`src/rtl/pi_loop_sequencer_if.sv`:
```
// Loop-side bundle for pi_loop_sequencer: ADC handshake, pipeline operands/results, DAC handshake, status.
// master = sequencer side, slave = surrounding ADC/DAC/pipeline/control logic.
interface pi_loop_sequencer_if #(
  parameter int INPUT_WIDTH  = 18,
  parameter int OUTPUT_WIDTH = 32,
  parameter int DAC_WIDTH    = 20
);
  logic                    i_enable;
  logic                    i_integral_clear;
  logic                    o_adc_req;
  logic                    i_adc_valid;
  logic [INPUT_WIDTH-1:0]  i_adc_data;
  logic [INPUT_WIDTH-1:0]  o_pipe_actual;
  logic [OUTPUT_WIDTH-1:0] o_pipe_integral;
  logic [OUTPUT_WIDTH-1:0] i_pipe_integral;
  logic [OUTPUT_WIDTH-1:0] i_pipe_out;
  logic                    o_dac_req;
  logic                    i_dac_ready;
  logic [DAC_WIDTH-1:0]    o_dac_data;
  logic                    o_busy;
  logic                    o_timeout;
  logic [31:0]             o_iterations;

  modport master (
    input  i_enable, i_integral_clear, i_adc_valid, i_adc_data,
           i_pipe_integral, i_pipe_out, i_dac_ready,
    output o_adc_req, o_pipe_actual, o_pipe_integral, o_dac_req,
           o_dac_data, o_busy, o_timeout, o_iterations
  );

  modport slave (
    output i_enable, i_integral_clear, i_adc_valid, i_adc_data,
           i_pipe_integral, i_pipe_out, i_dac_ready,
    input  o_adc_req, o_pipe_actual, o_pipe_integral, o_dac_req,
           o_dac_data, o_busy, o_timeout, o_iterations
  );
endinterface

```
`src/rtl/pi_loop_sequencer.sv`:
```
// Sequences one PI loop iteration: ADC sample -> pipeline settle -> clamped integral write-back
// and saturated DAC write. Repeats while enabled; handshake waits are bounded by TIMEOUT.
module pi_loop_sequencer #(
  parameter int INPUT_WIDTH  = 18,
  parameter int OUTPUT_WIDTH = 32,
  parameter int DAC_WIDTH    = 20,
  parameter int OUT_SHIFT    = 12,
  parameter int PIPE_LATENCY = 4,
  parameter int INT_LIMIT    = 2**30 - 1,
  parameter int TIMEOUT      = 1023
) (
  input  logic                    i_clk,
  input  logic                    i_rst_n,
  pi_loop_sequencer_if.master     bus
);

  localparam int CNT_MAX = (TIMEOUT > PIPE_LATENCY) ? TIMEOUT : PIPE_LATENCY;
  localparam int CNT_W   = $clog2(CNT_MAX + 1);

  localparam logic [2:0] S_IDLE     = 3'd0;
  localparam logic [2:0] S_ADC_REQ  = 3'd1;
  localparam logic [2:0] S_ADC_WAIT = 3'd2;
  localparam logic [2:0] S_SETTLE   = 3'd3;
  localparam logic [2:0] S_DAC_WAIT = 3'd4;

  localparam logic signed [OUTPUT_WIDTH-1:0] INT_MAX = OUTPUT_WIDTH'(INT_LIMIT);
  localparam logic signed [OUTPUT_WIDTH-1:0] INT_MIN = -INT_MAX;
  localparam logic signed [OUTPUT_WIDTH-1:0] DAC_MAX =
    {{(OUTPUT_WIDTH-DAC_WIDTH+1){1'b0}}, {(DAC_WIDTH-1){1'b1}}};
  localparam logic signed [OUTPUT_WIDTH-1:0] DAC_MIN =
    {{(OUTPUT_WIDTH-DAC_WIDTH+1){1'b1}}, {(DAC_WIDTH-1){1'b0}}};

  logic [2:0]              state_q,    state_d;
  logic [CNT_W-1:0]        cnt_q,      cnt_d;
  logic                    adc_req_q,  adc_req_d;
  logic [INPUT_WIDTH-1:0]  actual_q,   actual_d;
  logic [OUTPUT_WIDTH-1:0] integral_q, integral_d;
  logic                    dac_req_q,  dac_req_d;
  logic [DAC_WIDTH-1:0]    dac_data_q, dac_data_d;
  logic                    timeout_q,  timeout_d;
  logic [31:0]             iter_q,     iter_d;

  logic signed [OUTPUT_WIDTH-1:0] integ_in;
  logic signed [OUTPUT_WIDTH-1:0] integ_clamped;
  logic signed [OUTPUT_WIDTH-1:0] shifted;
  logic [DAC_WIDTH-1:0]           dac_sat;

  always_comb begin
    integ_in = $signed(bus.i_pipe_integral);
    shifted  = $signed(bus.i_pipe_out) >>> OUT_SHIFT;

    if (integ_in > INT_MAX)      integ_clamped = INT_MAX;
    else if (integ_in < INT_MIN) integ_clamped = INT_MIN;
    else                         integ_clamped = integ_in;

    if (shifted > DAC_MAX)       dac_sat = DAC_MAX[DAC_WIDTH-1:0];
    else if (shifted < DAC_MIN)  dac_sat = DAC_MIN[DAC_WIDTH-1:0];
    else                         dac_sat = shifted[DAC_WIDTH-1:0];
  end

  always_comb begin
    state_d    = state_q;
    cnt_d      = cnt_q;
    adc_req_d  = adc_req_q;
    actual_d   = actual_q;
    integral_d = integral_q;
    dac_req_d  = dac_req_q;
    dac_data_d = dac_data_q;
    timeout_d  = timeout_q;
    iter_d     = iter_q;

    case (state_q)
      S_IDLE: begin
        if (bus.i_integral_clear) integral_d = '0;
        if (bus.i_enable) begin
          state_d   = S_ADC_REQ;
          adc_req_d = 1'b1;
        end
      end
      S_ADC_REQ: begin
        adc_req_d = 1'b0;
        cnt_d     = '0;
        state_d   = S_ADC_WAIT;
      end
      S_ADC_WAIT: begin
        if (bus.i_adc_valid) begin
          actual_d = bus.i_adc_data;
          cnt_d    = '0;
          state_d  = S_SETTLE;
        end else if (cnt_q == CNT_W'(TIMEOUT - 1)) begin
          timeout_d = 1'b1;
          cnt_d     = '0;
          state_d   = S_IDLE;
        end else begin
          cnt_d = cnt_q + CNT_W'(1);
        end
      end
      S_SETTLE: begin
        // Pipeline inputs stay frozen until the capture edge; clear is honoured only there.
        if (cnt_q == CNT_W'(PIPE_LATENCY)) begin
          integral_d = bus.i_integral_clear ? '0 : integ_clamped;
          dac_data_d = dac_sat;
          dac_req_d  = 1'b1;
          cnt_d      = '0;
          state_d    = S_DAC_WAIT;
        end else begin
          cnt_d = cnt_q + CNT_W'(1);
        end
      end
      S_DAC_WAIT: begin
        if (bus.i_dac_ready) begin
          dac_req_d = 1'b0;
          iter_d    = iter_q + 32'd1;
          state_d   = S_IDLE;
        end else if (cnt_q == CNT_W'(TIMEOUT - 1)) begin
          timeout_d = 1'b1;
          dac_req_d = 1'b0;
          cnt_d     = '0;
          state_d   = S_IDLE;
        end else begin
          cnt_d = cnt_q + CNT_W'(1);
        end
      end
      default: begin
        state_d   = S_IDLE;
        adc_req_d = 1'b0;
        dac_req_d = 1'b0;
      end
    endcase
  end

  always_ff @(posedge i_clk) begin
    if (!i_rst_n) begin
      state_q    <= S_IDLE;
      cnt_q      <= '0;
      adc_req_q  <= 1'b0;
      actual_q   <= '0;
      integral_q <= '0;
      dac_req_q  <= 1'b0;
      dac_data_q <= '0;
      timeout_q  <= 1'b0;
      iter_q     <= '0;
    end else begin
      state_q    <= state_d;
      cnt_q      <= cnt_d;
      adc_req_q  <= adc_req_d;
      actual_q   <= actual_d;
      integral_q <= integral_d;
      dac_req_q  <= dac_req_d;
      dac_data_q <= dac_data_d;
      timeout_q  <= timeout_d;
      iter_q     <= iter_d;
    end
  end

  assign bus.o_adc_req       = adc_req_q;
  assign bus.o_pipe_actual   = actual_q;
  assign bus.o_pipe_integral = integral_q;
  assign bus.o_dac_req       = dac_req_q;
  assign bus.o_dac_data      = dac_data_q;
  assign bus.o_busy          = (state_q != S_IDLE);
  assign bus.o_timeout       = timeout_q;
  assign bus.o_iterations    = iter_q;

endmodule

```
`src/flat_wrapper.sv`:
```
// flat-port wrapper written by rule: the top's interface ports become plain ports
module pi_loop_sequencer_flat 
#(
  parameter int INPUT_WIDTH  = 18,
  parameter int OUTPUT_WIDTH = 32,
  parameter int DAC_WIDTH    = 20,
  parameter int OUT_SHIFT    = 12,
  parameter int PIPE_LATENCY = 4,
  parameter int INT_LIMIT    = 2**30 - 1,
  parameter int TIMEOUT      = 1023
)
  (i_clk, i_rst_n, bus_i_enable, bus_i_integral_clear, bus_i_adc_valid, bus_i_adc_data, bus_i_pipe_integral, bus_i_pipe_out, bus_i_dac_ready, bus_o_adc_req, bus_o_pipe_actual, bus_o_pipe_integral, bus_o_dac_req, bus_o_dac_data, bus_o_busy, bus_o_timeout, bus_o_iterations);
  pi_loop_sequencer_if #(.INPUT_WIDTH(INPUT_WIDTH), .OUTPUT_WIDTH(OUTPUT_WIDTH), .DAC_WIDTH(DAC_WIDTH)) bus_i ();
  input  logic i_clk;
  input  logic i_rst_n;
  input wire logic [$bits(bus_i.i_enable)-1:0] bus_i_enable;
  input wire logic [$bits(bus_i.i_integral_clear)-1:0] bus_i_integral_clear;
  input wire logic [$bits(bus_i.i_adc_valid)-1:0] bus_i_adc_valid;
  input wire logic [$bits(bus_i.i_adc_data)-1:0] bus_i_adc_data;
  input wire logic [$bits(bus_i.i_pipe_integral)-1:0] bus_i_pipe_integral;
  input wire logic [$bits(bus_i.i_pipe_out)-1:0] bus_i_pipe_out;
  input wire logic [$bits(bus_i.i_dac_ready)-1:0] bus_i_dac_ready;
  output wire logic [$bits(bus_i.o_adc_req)-1:0] bus_o_adc_req;
  output wire logic [$bits(bus_i.o_pipe_actual)-1:0] bus_o_pipe_actual;
  output wire logic [$bits(bus_i.o_pipe_integral)-1:0] bus_o_pipe_integral;
  output wire logic [$bits(bus_i.o_dac_req)-1:0] bus_o_dac_req;
  output wire logic [$bits(bus_i.o_dac_data)-1:0] bus_o_dac_data;
  output wire logic [$bits(bus_i.o_busy)-1:0] bus_o_busy;
  output wire logic [$bits(bus_i.o_timeout)-1:0] bus_o_timeout;
  output wire logic [$bits(bus_i.o_iterations)-1:0] bus_o_iterations;
  assign bus_i.i_enable = bus_i_enable;
  assign bus_i.i_integral_clear = bus_i_integral_clear;
  assign bus_i.i_adc_valid = bus_i_adc_valid;
  assign bus_i.i_adc_data = bus_i_adc_data;
  assign bus_i.i_pipe_integral = bus_i_pipe_integral;
  assign bus_i.i_pipe_out = bus_i_pipe_out;
  assign bus_i.i_dac_ready = bus_i_dac_ready;
  assign bus_o_adc_req = bus_i.o_adc_req;
  assign bus_o_pipe_actual = bus_i.o_pipe_actual;
  assign bus_o_pipe_integral = bus_i.o_pipe_integral;
  assign bus_o_dac_req = bus_i.o_dac_req;
  assign bus_o_dac_data = bus_i.o_dac_data;
  assign bus_o_busy = bus_i.o_busy;
  assign bus_o_timeout = bus_i.o_timeout;
  assign bus_o_iterations = bus_i.o_iterations;
  pi_loop_sequencer #(.INPUT_WIDTH(INPUT_WIDTH), .OUTPUT_WIDTH(OUTPUT_WIDTH), .DAC_WIDTH(DAC_WIDTH), .OUT_SHIFT(OUT_SHIFT), .PIPE_LATENCY(PIPE_LATENCY), .INT_LIMIT(INT_LIMIT), .TIMEOUT(TIMEOUT)) u_core (.i_clk(i_clk), .i_rst_n(i_rst_n), .bus(bus_i));
endmodule
```
`config.mk`:
```
export PLATFORM = sky130hd
export DESIGN_NAME = pi_loop_sequencer_flat
export DESIGN_NICKNAME = d
export VERILOG_FILES = /design/src/rtl/pi_loop_sequencer_if.sv /design/src/rtl/pi_loop_sequencer.sv /design/src/flat_wrapper.sv
export SDC_FILE = /design/constraint.sdc
export NUM_CORES = 1
export LEC_CHECK = 0
export ABC_AREA = 0
export BUFFER_PORTS_ARGS = -buffer_cell sky130_fd_sc_hd__buf_4
export CAP_MARGIN = 40
export CORE_MARGIN = 2
export CORE_UTILIZATION = 49
export DETAILED_ROUTE_END_ITERATION = 8
export PLACE_DENSITY = 0.91
export SYNTH_ARGS = -nofsm -noshare
export SYNTH_HDL_FRONTEND = slang
export SYNTH_SLANG_ARGS = --single-unit
```
`constraint.sdc`:
```
create_clock -name i_clk -period 2.13 [get_ports i_clk]
set_input_delay 0.426 -clock i_clk [delete_from_list [all_inputs] [get_ports i_clk]]
set_output_delay 0.426 -clock i_clk [all_outputs]
set_load 0.05 [all_outputs]
```
; ---- After elaboration in Yosys (flattened, before gate mapping)
; Index checks and enable logic that the tools add are counted.
[classes]
add_sub_neg = 2
reduce_logical = 16
order_cmp = 4
multipliers = 0
eq_ne = 12
mux = 29
bitwise = 2
n_div = 0
n_shift = 0
[ops]
columns = cell, n
row1 = $mux W32, 5
row2 = $pmux W32 S2, 1
row3 = $mux W10, 4
row4 = $mux W20, 2
row5 = $pmux W10 S4, 1
row6 = $add A32 B1 Y32 const B, 1
row7 = $gt A32 B31 Y1 const B, 1
row8 = $lt A32 B31 Y1 const B, 1
row9 = $gt A20 B20 Y1 const B, 1
row10 = $lt A20 B20 Y1 const B, 1
row11 = $mux W3, 5
row12 = $pmux W3 S5, 1
row13 = $reduce_and A2 Y1, 6
row14 = $add A10 B1 Y10 const B, 1
row15 = $eq A10 B10 Y1 const B, 1
row16 = $eq A10 B3 Y1 const B, 1
row17 = $reduce_and A3 Y1, 3
row18 = $ne A2 B2 Y1 const B, 4
row19 = $mux W1, 7
row20 = $eq A3 B2 Y1 const B, 2
row21 = $reduce_or A3 Y1, 2
row22 = $pmux W1 S2, 2
row23 = $reduce_bool A2 Y1, 2
row24 = $reduce_bool A4 Y1, 1
row25 = 8 further kinds, 9
[totals]
n_memories = 0
latchBits = 0
output_inout_bits = 106
ramBits = 0
input_bits = 88
word_cells = 74
reg_bits = 118
romBits = 0

; ---- Depth between registers and ports, before layout
; Gate-level depths: netlist of the first run.
[depth]
word_depth = 6
mapped_depth = 8
mapped_depth_nobuf = 7

; ---- Worst setup path after synthesis of the first run
; Ideal clock, no wire load.
[synth_timing]
path_kind = register -> register
start = register u_core.iter_q[3] (netlist: u_core.bus.o_iterations[3])
end = register u_core.iter_q[28] (netlist: u_core.bus.o_iterations[28])
t_required_ps = 2060
period_less_slack_ps = 2156
n_path_buf = 0
setup_time_ps = 70
path_slack_ps = -26
path_stages_with_launch = 6
arrival_time_ps = 2086
cell_sequence = dfxtp_1 nand4_2 nor4_4 nand3_2 or3_1 a21oi_1
[synth_between]
elab_chain_cells = 1
[synth_lines]
columns = item, line_no
row1 = from (decl), pi_loop_sequencer.sv:41  ; logic [31:0] iter_q, iter_d;
row2 = from (signal assigned), pi_loop_sequencer.sv:152  ; iter_q <= iter_d;
row3 = $add A32 B1 Y32, pi_loop_sequencer.sv:113  ; iter_d = iter_q + 32'd1;
; Every way passes these cells.
; A chain may end at the register's enable or synchronous reset.

; ---- Final worst setup path of the first run
[layout_timing]
start = register u_core.cnt_q[0]
end = register u_core.cnt_q[6]
[layout_between]
elab_chain_cells = 4
word_cells_on_any_way = 8
classes_between = 1 x add/sub / 2 x eq/ne / 5 x mux
[layout_lines]
columns = item, line_no
row1 = from (decl), pi_loop_sequencer.sv:34  ; logic [CNT_W-1:0] cnt_q, cnt_d;
row2 = from (signal assigned), pi_loop_sequencer.sv:145  ; cnt_q <= cnt_d;
row3 = $add A10 B1 Y10 or $eq A10 B10 Y1 (tied branches), -
row4 = $mux W10, "pi_loop_sequencer.sv:90, pi_loop_sequencer.sv:115"
row5 = "$mux W10, on equally long branches", "pi_loop_sequencer.sv:111, pi_loop_sequencer.sv:86"
row6 = $pmux W10 S4 *, pi_loop_sequencer.sv:72  ; case (state_q)
; Every way passes the cells marked *; elsewhere a longest branch is shown, timed or not. The select of a mux whose other input is x is not followed.

==> metrics.yaml, run 1 <==
finalCriticalPeriod_ns: 2.05
syn_inst: 609
grt_max_degree: 53
async_flop_share_pct: 0
layout_common_cells: "buf_4, dfxtp_1, nand2_1, a21oi_1, nor2_1"
arrival_ns: 2.43
holdCritPathClass: "in -> reg"
end_kind: "register"
syn2layout_area_growth_pct: 45.0
slew_violations: 0
ff2ff_path_depth: 9
grt_pass1_vias: 4933
synth_edf_count: 0
cts_num_sinks: 118
pwr-share-seq_pct: 41.9
cts_hold_buf: 0
p_clk_share_pct: 49.5
crit_type: "reg -> reg"
grt_pass1_wl_um: 22800
nFillCells: 700
combPwrFrac_pct: 8.6
synthFlopType: "dfxtp_1"
dieArea_um2: 11100
dp.cells: 910
rows: 36
vdd_drop_max_mv: 0.481
post-route-drc-count: 0
clk_path_buf_depth: 2
drt-initial-drc-count: 362
cts.htree.levels: 4
cts_root_buf: "clkbuf_8"
antenna_found_initial: 0
p_per_area_nw_per_um2: 735
vias: 5165
netSwitchingFraction_pct: 23.0
whs_path_depth: 3
yosys_warnings: 0
setup_viol: 0
finalWorstSetupSlack_ns: 0.0761
cp_max_fo: 10
drive_gt1_share_pct: 31.7
antennaDiodeCount: 0
ios: 194
syn_nets: 702
cts_made_buffers: 17
coreArea_um2: 9860
layoutNonFillerInstCount: 949
syn_area_um2: 5020
max_freq_mhz: 487
period_share_pct: 96.4
hpwl_um: 10100
timing.hold.ws_ns: 0.163
cts_tree: "done"
viasPerCell: 5.44
clkLatencyLatePin_ns: 0.51
cap_violations: 0
die_w_um: 105
path_clk_slew_ns: 0.06
dr.pass1.iters: 5
synth_cell_types: 50
leakagePower_uw: 0.00317
finalHoldViolations: 0
outcome: "finished, final reports clean"
start_util_pct: 50.9
final_common_cell: "buf_4"
overflow: 0
ys_ff_latch: 118
dpl_worst_slack_ns: -0.0994
grt_usage_pct: 25.2
skew_ns: 0.0107
syn-mean-instance-area_um2: 8.24
io_buffer_count: 181
maxSlewHeadroom_pct: 46.9
postRouteAntennaNets: 0
worstPathRequired_ns: 2.51
ys_seq_area_share_pct: 47.1
internal_power_uw: 4120
p_switching_uw: 1230
die_h_um: 105
fin_nets: 897
wire_per_inst_um: 15.3
routabilityCongestion: 0.867
routed_wl_um: 14500
worst_pin_slew_ns: 0.794
worstSetupStartpointType: "register"
## synth_stat cells, types with 2 or more instances
| cell type | number | area, um^2 |
|---|---|---|
| nor2_1 | 40 | 150 |
| buf_2 | 6 | 30.0 |
| a32o_1 | 2 | 20.0 |
| and3_1 | 6 | 37.5 |
| nand3_1 | 21 | 105 |
| nor3_1 | 6 | 30.0 |
| and4_1 | 5 | 43.8 |
| clkbuf_1 | 24 | 90.1 |
| inv_1 | 38 | 143 |
| o31ai_1 | 2 | 15.0 |
| nand4_1 | 11 | 68.8 |
| a31oi_1 | 7 | 43.8 |
| nand2_1 | 113 | 424 |
| ha_1 | 5 | 62.6 |
| xor2_1 | 20 | 175 |
| or2_1 | 2 | 12.5 |
| a21oi_1 | 54 | 270 |
| buf_1 | 4 | 15.0 |
| or3b_1 | 2 | 17.5 |
| xnor2_1 | 5 | 43.8 |
| nor2b_1 | 2 | 12.5 |
| dfxtp_1 | 118 | 2360 |
| a22o_1 | 31 | 272 |
| and2_1 | 3 | 18.8 |
| nor4_1 | 7 | 43.8 |
| o21ai_1 | 7 | 35.0 |
| o211ai_1 | 2 | 15.0 |
| o21ai_0 | 32 | 160 |
| or3_1 | 13 | 81.3 |
## final timing paths
kind | from | end | slack [ns]
worst max register to register | u_core.cnt_q[0] | u_core.cnt_q[6] | 0.08
worst min register to register | u_core.bus.o_dac_data[7] | u_core.bus.o_dac_data[7] | 0.45
worst min-delay path | bus_i_pipe_out[24] | u_core.bus.o_dac_data[12] | 0.16
worst max-delay path | u_core.cnt_q[0] | u_core.cnt_q[6] | 0.08
## cell families (layout without fill, tap and decap cells)
| logic type | count (synthesis) | count (layout) | synth area share, % |
|---|---|---|---|
| AO/OA/AOI/OAI | 143 | 143 | 17.6 |
| XOR/XNOR | 25 | 25 | 4.36 |
| adder cells (fa/ha/maj) | 5 | 5 | 1.25 |
| buffers and inverters | 73 | 280 | 5.68 |
| flip-flops | 118 | 118 | 47.1 |
| multiplexers | 2 | 2 | 0.424 |
| AND/OR/NAND/NOR | 243 | 243 | 23.6 |
## flip-flops by register name, indices dropped and copies added (netlist names)
name,cells
u_core.bus.o_iterations,32
u_core.bus.o_pipe_integral,32
u_core.bus.o_dac_data,20
u_core.bus.o_pipe_actual,18
u_core.cnt_q,10
u_core.state_q,3
u_core.bus.o_adc_req,1
u_core.bus.o_dac_req,1
u_core.bus.o_timeout,1
## critical path, cell delays in order (launching register included)
cell and delay, ns:
dfxtp_1 0.34, inv_1 0.13, ha_1 0.16, nor4b_2 0.18
nand4b_1 0.22, buf_4 0.21, buf_4 0.13, a32o_2 0.30
a21bo_1 0.20, a21oi_1 0.05
## cell type report
type / instances / area (um^2) / share of cell area (%)
multi-input cells: 418 / 2420 / 33.2
flip-flops and latches: 118 / 2370 / 32.5
repair buffers: 211 / 1630 / 22.4
clock buffers: 21 / 449 / 6.17
well taps: 133 / 166 / 2.29
inverters: 38 / 143 / 1.96
clock inverters: 10 / 105 / 1.44
## routing by layer
layer,global-route usage (%),routed length (um),up-vias
li1,-,-,2483
met1,28.6,5630,2438
met2,43.0,7320,211
met3,9.03,1180,33
met4,10.2,376,0
met5,0,0,-
## through the flow
stage	util, %	total power, uW	instance area, um^2	TNS [ns]
2_1_floorplan	-	2510	5020	0
3_3_place_gp	67.1	2720	6620	0
3_5_place_dp	67.1	2730	6620	-0.901
4_1_cts	72.9	5390	7190	0
5_1_grt	73.8	5550	7280	-0.199
6_report	73.8	5350	7280	0
## what timing repair did
action,CTS,global route
cloned,0,2
setup buffers,2,4
pin swaps,1,2
endpoints found under the setup margin,1,62
resized for setup,0,7
## power groups by stage
stage | combinational (uW) | sequential, uW | clock, uW
after floorplan | 180 | 2330 | 0
after global placement | 435 | 2280 | 0
after detailed placement | 449 | 2280 | 0
after CTS | 451 | 2240 | 2700
after global routing | 497 | 2240 | 2820
final | 461 | 2240 | 2650
Note: power is estimated with default switching activity, not from simulation.
==> run 2: changes to the inputs <==
==> constraint.sdc (replaced) <==
create_clock -name i_clk -period 2.18 [get_ports i_clk]
set_input_delay 0.436 -clock i_clk [delete_from_list [all_inputs] [get_ports i_clk]]
set_output_delay 0.436 -clock i_clk [all_outputs]
set_load 0.05 [all_outputs]
==> run 2 against run 1 <==
  * Cell area decreased by 1.1%
  * Hold slack improved by 0.0019 ns
  * Highest routed layer unchanged
  * First-iteration DRC count fell by 11%
  * Combinational power decreased by 6.3%
  * Clock-buffer cell count rose by 2
  * Die area did not move
  * Sequential cell count unchanged
==> metrics.yaml, run 2 (same netlist as run 1, synthesis figures left out) <==
viasPerCell: 5.39  # -0.98%
io_buffer_count: 181  # unchanged
whs_path_depth: 3  # unchanged
multi_input_area_um2: 2400  # -0.62%
vias: 5066  # -1.9%
period_share_pct: 95.1  # -1.4 points
syn2layout_area_growth_pct: 43.3
clkLatencyLatePin_ns: 0.52  # about the same
grt_pass1_wl_um: 22800  # about the same
layout_common_cells: "buf_4, dfxtp_1, nand2_1, a21oi_1, nor2_1"
outcome: "finished, final reports clean"
final_common_cell: "buf_4"
start_util_pct: 50.9  # unchanged
cts_root_buf: "clkbuf_8"
overflow: 0  # unchanged
wire_per_inst_um: 15.0  # -1.9%
setup_viol: 0  # unchanged
slew_violations: 0  # unchanged
worstReg2RegStart: "u_core.state_q[2]"
grt_max_degree: 54  # +1.9%
worstHoldStart: "bus_i_pipe_out[21]"
seqCellArea_um2: 2360  # -0.16%
ff2ff_setup_slack_ns: 0.11  # +0.03 ns
cts_tree: "done"
hpwl_um: 10200  # +1.4%
cts_num_sinks: 118  # unchanged
end_kind: "register"
routabilityCongestion: 0.832  # -4.1%
cp_max_fo: 12  # +2
use_met1_pct: 29.6  # +1.0 points
postRouteAntennaNets: 0  # unchanged
total_power_uw: 5410  # +1.3%
ff2ff_path_depth: 6  # -3
cts_hold_buf: 0  # unchanged
antennaDiodeCount: 0  # unchanged
holdCritPathClass: "in -> reg"
routed_wl_um: 14100  # -2.8%
vdd_drop_max_mv: 0.790  # +64%
rows: 36  # unchanged
ios: 194  # unchanged
antenna_found_initial: 0  # unchanged
clk_path_buf_depth: 2  # unchanged
critical_path.max_stage_delay_ns: 0.51  # +0.17 ns
top_usage_layer: "met2"
cp_cell_sequence: "nand4bb_1 -> or2_1 -> nand4b_4 -> buf_4 -> or3_1 -> a21oi_1"
skew_ns: 0.00852  # -0.00222 ns
worst_pin_slew_ns: 0.761  # -0.0331 ns
grt_pass1_vias: 4869  # -1.3%
drt-initial-drc-count: 322  # -11%
drive_gt1_share_pct: 30.0  # -1.8 points
fin_nets: 887  # -1.1%
layoutNonFillerInstCount: 940  # -0.95%
coreArea_um2: 9860  # unchanged
max_freq_mhz: 483  # -0.89%
cts_made_buffers: 17  # unchanged
dieArea_um2: 11100  # unchanged
dp.cells: 907  # -0.33%
grt_usage_pct: 25.6  # +0.40 points
die_w_um: 105  # unchanged
maxSlewHeadroom_pct: 49.1  # +2.2 points
finalCriticalPeriod_ns: 2.07  # +0.0184 ns
cp_slowest_cell: "dfxtp_1"
cap_violations: 0  # unchanged
p_per_area_nw_per_um2: 752  # +2.4%
reg2reg_to: "u_core.bus.o_iterations[23]"
leakagePower_uw: 0.00312  # -1.5%
path_clk_slew_ns: 0.06  # about the same
worstPathRequired_ns: 2.62  # +0.11 ns
cts.htree.levels: 4  # unchanged
die_h_um: 105  # unchanged
arrival_ns: 2.51  # +0.08 ns
finalHoldViolations: 0  # unchanged
hold_path_end: "u_core.bus.o_dac_data[9]"
worstSetupStartpointType: "register"
grtUsageMet2_pct: 42.9  # -0.092 points
nFillCells: 702  # +0.29%
setup-tns-final_ns: 0  # unchanged
crit_type: "reg -> reg"
use_met3_pct: 9.15  # +0.12 points
dr.pass1.iters: 5  # unchanged
post-route-drc-count: 0  # unchanged
==> run 2: cell types whose count changed in the layout (fill, tap and decap cells not counted), sizes merged <==
cell,delta
bufinv,+1
buf,-9
clkbuf,+1
clkinv,-1
clkinvlp,-1
==> run 2: worst max path at each step <==
| stage | slack, ns | depth (start not counted) | end | startpoint |
|---|---|---|---|---|
| floorplan | 0.02 | 5 | u_core.bus.o_iterations[28] | u_core.bus.o_iterations[3] |
| global placement | 0.04 | 8 | u_core.bus.o_pipe_integral[1] | bus_i_pipe_integral[4] |
| detailed placement | -0.06 | 8 | u_core.bus.o_pipe_integral[2] | bus_i_pipe_integral[4] |
| CTS | 0.07 | 8 | u_core.bus.o_pipe_integral[9] | u_core.cnt_q[0] |
| global route | -0.01 | 5 | u_core.bus.o_pipe_actual[2] | u_core.state_q[1] |
| finish | 0.11 | 6 | u_core.bus.o_iterations[23] | u_core.state_q[2] |
==> run 2: layout make-up <==
| class | count | area share [%] |
|---|---|---|
| Clock buffer | 23 | 6.62 |
| Clock inverter | 9 | 1.70 |
| Inverter | 38 | 1.98 |
| Multi-Input combinational cell | 418 | 33.4 |
| Sequential cell | 118 | 32.8 |
| Tap cell | 133 | 2.31 |
| Timing Repair Buffer | 201 | 21.1 |
==> run 2: worst max-delay path, delay by kind of cell, from the launching register on <==
kind	cells	cell delay, ns
simple gates	4	1.15
flops	1	0.51
buf+inv	1	0.19
compound gates	1	0.15
==> run 2: power by group <==
group | total (uW) | leakage, uW | switching [uW] | internal [uW]
registers | 2190 | 0.000952 | 12.6 | 2180
clock network | 2790 | 0.000298 | 943 | 1850
logic | 432 | 0.00187 | 254 | 178
==> run 2: layer usage <==
layer,share of wire (%),vias up
li1,-,2471
met3,8.2,18
met1,39,2366
met5,0,-
met2,51,211
met4,1.7,0
==> run 2: per-stage QoR <==
step	setup slack [ns]	utilization [%]	area (um^2)	hold slack [ns]
after detailed placement	-0.0561	66.7	6580	0.448
after floorplan	0.0238	-	5020	0.462
after CTS	0.0672	72.8	7180	0.139
final	0.108	72.9	7200	0.165
after global routing	-0.0106	72.9	7200	0.142
after global placement	0.0405	66.7	6580	0.438
==> run 2: timing repair <==
action                                  in CTS  in global routing
gates resized for setup                      0                  2
buffers inserted                             0                  1
endpoints found under the setup margin       0                 37
==> run 3: changes to the inputs <==
--- a/config.mk
+++ b/config.mk
@@ -9,9 +9,10 @@
 export BUFFER_PORTS_ARGS = -buffer_cell sky130_fd_sc_hd__buf_4
 export CAP_MARGIN = 40
 export CORE_MARGIN = 2
-export CORE_UTILIZATION = 49
+export CORE_UTILIZATION = 51
+export CTS_BUF_LIST = sky130_fd_sc_hd__clkbuf_8
 export DETAILED_ROUTE_END_ITERATION = 8
-export PLACE_DENSITY = 0.91
+export PLACE_DENSITY = 0.94
 export SYNTH_ARGS = -nofsm -noshare
 export SYNTH_HDL_FRONTEND = slang
 export SYNTH_SLANG_ARGS = --single-unit
==> run 3 against run 2 <==
  * First-iteration DRC count down 20%
  * Largest power group is now sequential cells
  * Cell area down 2.7%
  * Sequential share of layout area up 0.90 points
==> metrics.yaml, run 3 (same netlist as run 1, synthesis figures left out) <==
outcome: "finished, final reports clean"
grt_usage_pct: 25.9  # +0.28 points
arrival_ns: 2.34  # -0.17 ns
coreArea_um2: 9680  # -1.8%
reg2reg_to: "u_core.cnt_q[4]"
clkLatencyLatePin_ns: 0.42  # -0.10 ns
viasPerCell: 5.40  # +0.24%
dr.pass1.iters: 5  # unchanged
vdd_drop_max_mv: 0.423  # -47%
grt_max_degree: 66  # +22%
grt_pass1_wl_um: 21700  # -4.8%
rows: 36  # unchanged
layoutNonFillerInstCount: 939  # -0.11%
startpoint: "u_core.cnt_q[0]"
io_buffer_count: 181  # unchanged
end_kind: "register"
grt_pass1_vias: 4863  # -0.12%
post-route-drc-count: 0  # unchanged
finalHoldViolations: 0  # unchanged
antennaDiodeCount: 0  # unchanged
die_h_um: 103  # -1.9%
path_clk_slew_ns: 0.07  # about the same
hpwl_um: 10300  # +0.26%
setup_viol: 0  # unchanged
overflow: 0  # unchanged
period_share_pct: 93.9  # -1.2 points
rsz0062_at_grt: "false"
holdCritPathClass: "in -> reg"
skew_ns: 0.00868  # +0.000169 ns
ff2ff_setup_slack_ns: 0.13  # +0.03 ns
antenna_found_initial: 0  # unchanged
cts_root_buf: "clkbuf_8"
fin_nets: 888  # +0.11%
worstSetupStartpointType: "register"
cts_tree: "done"
dieArea_um2: 10700  # -3.8%
cts_hold_buf: 0  # unchanged
die_w_um: 103  # -1.9%
crit_type: "reg -> reg"
max_freq_mhz: 489  # +1.2%
wire_per_inst_um: 14.6  # -2.4%
p_per_area_nw_per_um2: 659  # -12%
post_cts_resized: 0  # unchanged
syn2layout_area_growth_pct: 39.5
cp_max_fo: 6  # -6
cts_made_buffers: 17  # unchanged
ff2ff_path_depth: 8  # +2
drive_gt1_share_pct: 29.8  # -0.21 points
nFillCells: 723  # +3.0%
worst_pin_slew_ns: 0.745  # -0.0164 ns
timing.hold.ws_ns: 0.260  # +0.0950 ns
dp.cells: 909  # +0.22%
ios: 194  # unchanged
maxSlewHeadroom_pct: 50.2  # +1.1 points
cap_violations: 0  # unchanged
seqCellArea_um2: 2360  # unchanged
cts_num_sinks: 118  # unchanged
postRouteAntennaNets: 0  # unchanged
worstReg2RegStart: "u_core.cnt_q[0]"
clk_path_buf_depth: 2  # unchanged
final_common_cell: "buf_4"
worstPathRequired_ns: 2.48  # -0.14 ns
multi_input_area_um2: 2400  # -0.31%
routabilityCongestion: 0.869  # +4.5%
drt-initial-drc-count: 258  # -20%
layout_common_cells: "buf_4, dfxtp_1, nand2_1, a21oi_1, nor2_1"
finalCriticalPeriod_ns: 2.05  # -0.0253 ns
routed_wl_um: 13700  # -2.5%
cts.htree.levels: 4  # unchanged
leakagePower_uw: 0.00304  # -2.7%
cts_setup_buffers: 0  # unchanged
start_util_pct: 51.8  # +0.95 points
crit_end: "u_core.cnt_q[4]"
vias: 5073  # +0.14%
slew_violations: 0  # unchanged
-- run 3: cell count changes in the layout (fill, tap and decap cells not counted), sizes merged --
cell / delta
clkbuf: -4
clkinvlp: +1
buf: +1
inv: +1
-- run 3: layout make-up --
cell class	instances	area share [%]
flip-flops and latches	118	33.7
clock inverters	11	1.91
well taps	133	2.38
clock buffers	19	3.73
multi-input cells	418	34.2
inverters	38	2.04
repair buffers	202	22.0
-- run 3: worst max-delay path: stages, from the launching register on --
cell      delay (ns)
dfxtp_1         0.34
inv_1           0.12
ha_1            0.16
nor4b_1         0.25
nand4b_1        0.19
buf_4           0.19
a22oi_1         0.40
or3_1           0.20
a31oi_1         0.08
-- run 3: worst min-delay path by stage --
stage | slack, ns | to | startpoint | cells past startpoint
2_1_floorplan | 0.46 | u_core.cnt_q[0] | u_core.cnt_q[0] | 2
3_3_place_gp | 0.44 | u_core.bus.o_dac_data[17] | u_core.bus.o_dac_data[17] | 2
3_5_place_dp | 0.45 | u_core.bus.o_dac_data[13] | u_core.bus.o_dac_data[13] | 2
4_1_cts | 0.24 | u_core.bus.o_dac_data[0] | bus_i_pipe_out[12] | 3
5_1_grt | 0.23 | u_core.bus.o_dac_data[12] | bus_i_pipe_out[24] | 3
6_report | 0.26 | u_core.bus.o_dac_data[0] | bus_i_pipe_out[12] | 3
-- run 3: routing by layer --
layer  wire, um  track usage (%)  vias to the layer above
li1           -                -                     2459
met1       5330             28.8                     2381
met2       6950             45.5                      210
met3       1200             8.94                       23
met4        261             10.2                        0
met5          0                0                        -
-- run 3: where the power goes --
group	leakage [uW]	switching [uW]	internal, uW
combinational	0.00188	257	181
sequential	0.000952	10.3	2170
clock	0.000204	830	1160
-- run 3: per-stage QoR --
step	util, %	cell area [um^2]	worst slack (ns)	setup TNS, ns	total power, uW
after floorplan	-	5020	0.0238	0	2450
after global placement	68.2	6610	0.0500	0	2650
after detailed placement	68.2	6610	-0.0677	-0.523	2670
after CTS	72.3	7000	0.159	0	4640
after global routing	72.3	7000	0.0190	0	4780
final	72.3	7000	0.133	0	4610
